--- src/rtl/instr_sequencer.sv ---
// Instruction register, T0..T3 timestep sequencer and retire counter.
// Optional single-step fetch gating via SINGLE_STEP_EN.
module instr_sequencer #(
  parameter int COUNT_W = 16
) (
  input  logic               Clock,
  input  logic               ResetN,
  input  logic               Run,
  input  logic               Stall,
`ifdef SINGLE_STEP_EN
  input  logic               Step,
`endif
  input  logic [9:0]         ExtData,
  input  logic               ExtValid,
  output logic               ExtReady,
  input  logic               ResetTimestep,
  output logic [1:0]         CurrentTimestep,
  output logic [9:0]         Instruction,
  output logic [3:0]         Opcode,
  output logic [1:0]         Rx,
  output logic [1:0]         Ry,
  output logic [9:0]         ImmediateData,
  output logic               InstrDone,
  output logic               IllegalOp,
  output logic               SeqError,
  output logic [COUNT_W-1:0] InstrCount
);

  typedef enum logic [1:0] {
    T0 = 2'd0,
    T1 = 2'd1,
    T2 = 2'd2,
    T3 = 2'd3
  } ts_e;

  localparam logic [3:0] OP_LD = 4'b0000;

  ts_e                ts_q, ts_d;
  logic [9:0]         instr_q, instr_d;
  logic [COUNT_W-1:0] cnt_q, cnt_d;
  logic               err_q, err_d;
  logic               done_q, done_d;
  logic               ill_q, ill_d;
  logic               retire;
  logic               is_ld;
  logic               fetch_en;
  logic               ready;

`ifdef SINGLE_STEP_EN
  logic arm_q, arm_d;
  logic fetch;
  assign fetch_en = arm_q;
`else
  assign fetch_en = 1'b1;
`endif

  assign is_ld = (instr_q[9:6] == OP_LD);

  // Ready depends only on registered state and level inputs, never ExtValid.
  always_comb begin
    ready = 1'b0;
    if (ResetN && !Stall) begin
      unique case (ts_q)
        T0:      ready = Run & fetch_en;
        T1:      ready = is_ld;
        default: ready = 1'b0;
      endcase
    end
  end

  assign ExtReady = ready;

  always_comb begin
    ts_d    = ts_q;
    instr_d = instr_q;
    cnt_d   = cnt_q;
    err_d   = err_q;
    done_d  = 1'b0;
    ill_d   = 1'b0;
    retire  = 1'b0;
    if (!Stall) begin
      unique case (ts_q)
        T0: begin
          if (ready && ExtValid) begin
            instr_d = ExtData;
            if (ExtData[9:7] == 3'b111) ill_d = 1'b1;
            else                        ts_d  = T1;
          end
        end
        T1: begin
          if (is_ld) begin
            if (ExtValid) begin
              if (ResetTimestep) retire = 1'b1;
              else               ts_d   = T2;
            end
          end else if (ResetTimestep) begin
            retire = 1'b1;
          end else begin
            ts_d = T2;
          end
        end
        T2: begin
          if (ResetTimestep) retire = 1'b1;
          else               ts_d   = T3;
        end
        T3: begin
          retire = 1'b1;
          if (!ResetTimestep) err_d = 1'b1;
        end
        default: ts_d = T0;
      endcase
      if (retire) begin
        ts_d   = T0;
        done_d = 1'b1;
        if (cnt_q != {COUNT_W{1'b1}}) cnt_d = cnt_q + 1'b1;
      end
    end
  end

`ifdef SINGLE_STEP_EN
  assign fetch = (ts_q == T0) && ready && ExtValid;

  // A Step seen in the fetch cycle arms the following fetch.
  always_comb begin
    arm_d = arm_q;
    if (!Stall) begin
      if (fetch) arm_d = 1'b0;
      if (Step)  arm_d = 1'b1;
    end
  end
`endif

  always_ff @(posedge Clock or negedge ResetN) begin
    if (!ResetN) begin
      ts_q    <= T0;
      instr_q <= '0;
      cnt_q   <= '0;
      err_q   <= 1'b0;
      done_q  <= 1'b0;
      ill_q   <= 1'b0;
`ifdef SINGLE_STEP_EN
      arm_q   <= 1'b1;
`endif
    end else begin
      ts_q    <= ts_d;
      instr_q <= instr_d;
      cnt_q   <= cnt_d;
      err_q   <= err_d;
      done_q  <= done_d;
      ill_q   <= ill_d;
`ifdef SINGLE_STEP_EN
      arm_q   <= arm_d;
`endif
    end
  end

  assign CurrentTimestep = ts_q;
  assign Instruction     = instr_q;
  assign Opcode          = instr_q[9:6];
  assign Rx              = instr_q[5:4];
  assign Ry              = instr_q[3:2];
  assign ImmediateData   = {6'b0, instr_q[3:0]};
  assign InstrDone       = done_q;
  assign IllegalOp       = ill_q;
  assign SeqError        = err_q;
  assign InstrCount      = cnt_q;

endmodule
--- config.mk ---
export PLATFORM = sky130hd
export DESIGN_NAME = instr_sequencer
export DESIGN_NICKNAME = d
export VERILOG_FILES = /design/src/rtl/instr_sequencer.sv
export SDC_FILE = /design/constraint.sdc
export NUM_CORES = 1
export LEC_CHECK = 0
export BUFFER_PORTS_ARGS = -buffer_cell sky130_fd_sc_hd__buf_2
export CAP_MARGIN = 20
export CORE_ASPECT_RATIO = 0.7
export CORE_MARGIN = 1.5
export CORE_UTILIZATION = 45
export CTS_BUF_LIST = sky130_fd_sc_hd__clkbuf_8
export DETAILED_ROUTE_END_ITERATION = 12
export GPL_ROUTABILITY_DRIVEN = 0
export PLACE_DENSITY_LB_ADDON = 0.15
export SYNTH_ARGS = -nofsm -noshare
export SYNTH_HDL_FRONTEND = slang
export SYNTH_SLANG_ARGS = --single-unit
--- constraint.sdc ---
create_clock -name Clock -period 2 [get_ports Clock]
set_clock_uncertainty 0.2 [all_clocks]
set_input_delay 0.2 -clock Clock [delete_from_list [all_inputs] [get_ports Clock]]
set_output_delay 0.2 -clock Clock [all_outputs]
set_load 0.05 [all_outputs]
==> run metrics <==
status finished, violations left; failing checks negative setup slack; P_leak 1.26 nW; Storage cell area 783 um2; Psw 2.25 mW; Inst Count DP 261; final setup vio count 22; met2 usage 0.369; Net Sw Frac 0.516; Crit Path Max Fanout 4; Cell Count, Final, Fillers Out 291; ANT cells 0; RSZ-0062 raised after global routing true; top post-synthesis cells by area dfrtp_1 (46%), buf_4 (8.0%), mux2_4 (8.0%), xnor2_1 (6.3%), ha_1 (3.7%); Iteration-0 DRC Markers 89; GRT overflow 0; syn avg cell area 11.2 um2; Max VDD drop 1.07 mV; met3 GRT Util 0.0525; H-Tree Depth 2; final-layout fill cell count 251; cts bufs inserted 5; Peak Freq 471 MHz; Worst-path clk slew 70 ps; fin nets 261; antenna violations before repair 0; WHS 190 ps; multi-input logic area 922 um2; CP endpoint kind flop; Design Area, Final 2510 um2; Die X 76.0 um; Yosys top cell by area dfrtp_1; Tot Pwr 4.35 mW; WL final 4250 um; overall routing resource usage 0.212; Post-synth EDFFs 0; min cycle time layout 2120 ps; Critical Path Start Type flop; Final Core Density 0.709; CTS tree yes; Comb power frac 0.646; largest net degree at the start of global routing 32; Area Overhead vs Synth 49.4%; hpwl dp 2750 um; via/cell ratio 4.88; synth warn 0; Final Hold Vio Count 0; Slew Limit Fails 0; CP Data Required Time 1960 ps; Tcrit/Tclk final 1.06; Initial Utilization 0.475; Top Ports 66; area of the die 4110 um2; first-pass GRT wire length 6610 um; gr busiest metal met2; I/O Buffers 59; met1 Track Usage GR 0.271; share of the synthesized area in the top cell type 0.462; Internal 2.10 mW; Async SR Flop Fraction 1.00; clock buffer depth 2; clock power share 0.114; register area share after synthesis 0.462; top-count cell post-synth dfrtp_1; vias in the first global route 1,347; register share of total power 0.240; Core Region 3540 um2; share of cells above drive strength 1 0.577; Top FF cell, synth dfrtp_1; WL/cell 14.6 um; detailed-route via count 1,419; die extent in y 54.1 um; Power Dens Cells 1730 nW/um2; register bit total from synthesis 31; WS Path Type flop to flop; Pre-Repair DR Iteration Count 4; DP Area 2080 um2; crit path DAT 2080 ps; cell area after synthesis 1680 um2; Max Cap Violations 0; Worst Slack Setup Final -123 ps; Min-Delay Path Class input pin to flop; CTS Root Cell clkbuf_8; worst-skew pair later-pin latency 280 ps; row count 18; CTS Sinks 31; drc violations 0; Post-synth top cells dfrtp_1 (31), buf_4 (18), xnor2_1 (12); synthesized instance count 150; synth unique cells 37; Antenna Nets Post-Route 0
==> critical path, stage by stage, from the launching register on <==
cell      delay, ps
dfrtp_2         440
or4_4           560
o221ai_4        300
nor2b_2          80
nand4_1         120
mux2_4          300
==> flip-flops by register name, indices dropped and copies added, names as in the netlist <==
name	flops
SeqError	1
InstrDone	1
CurrentTimestep	2
Instruction	10
InstrCount	16
IllegalOp	1
==> per-layer routing <==
layer / part of all wire / vias up
li1: - / 688
met1: 0.44 / 674
met2: 0.49 / 55
met3: 0.064 / 2
met4: 0.0028 / 0
met5: 0 / -
==> cell usage in the layout (no fill, tap or decap), types with 6 or more instances in the layout <==
cell	synthesis	final
buf_2	0	57
nand3_1	10	8
dlygate4sd3_1	0	11
clkbuf_8	0	6
dfrtp_1	31	25
nand4_1	6	6
xnor2_1	12	12
dfrtp_2	0	6
conb_1	1	6
and3_1	6	6
buf_4	18	24
mux2_4	9	12
==> stage by stage <==
stage               setup WS, ps  TNS (ps)
global placement           -86.6      -793
floorplan                   -233     -3090
CTS                        -96.5      -593
detailed placement          -141     -2200
global route                -167     -2190
finish                      -123      -953
==> cell type report <==
| type | count | share of cell area |
|---|---|---|
| Multi-Input combinational cell | 99 | 0.368 |
| Tap cell | 50 | 0.0249 |
| Timing Repair Buffer | 96 | 0.247 |
| Inverter | 7 | 0.0115 |
| Clock inverter | 2 | 0.00349 |
| Sequential cell | 31 | 0.312 |
| Clock buffer | 6 | 0.0329 |
==> kinds of logic after synthesis <==
| logic type | synth area share |
|---|---|
| adders and majority gates | 0.0373 |
| muxes | 0.107 |
| xor gates and xnor gates | 0.0678 |
| and+or+nand+nor | 0.162 |
| other | 0.00223 |
| buffers and inverters | 0.103 |
| DFF | 0.462 |
| AOI/OAI and AO/OA | 0.0589 |
==> timing repair <==
action	CTS	global route
gates cloned	1	0
pin swaps	4	3
hold buffers	11	0
setup buffers	9	2
resized for setup	22	8
endpoints found under the hold margin	41	0
setup endpoints to repair	29	30
==> power by group through the flow <==
stage	registers (mW)	logic (mW)	clock network [mW]
2_1_floorplan	1.67	1.29	0
3_3_place_gp	0.999	2.39	0
3_5_place_dp	1.02	2.40	0
4_1_cts	1.03	2.70	0.512
5_1_grt	1.07	2.92	0.543
6_report	1.04	2.81	0.496
==> path summary, 6_finish.rpt <==
check | start | endpoint | slack [ps] | depth (start not counted)
min in group asynchronous | ResetN | Instruction[2] | 350 | 3
max in group asynchronous | ResetN | CurrentTimestep[0] | 930 | 3
max | Instruction[6] | InstrCount[10] | -120 | 5
min | ResetTimestep | SeqError | 190 | 3
max reg2reg | Instruction[6] | InstrCount[10] | -120 | 5
min reg2reg | SeqError | SeqError | 270 | 1
No activity file was read; power rests on OpenSTA's default activity.
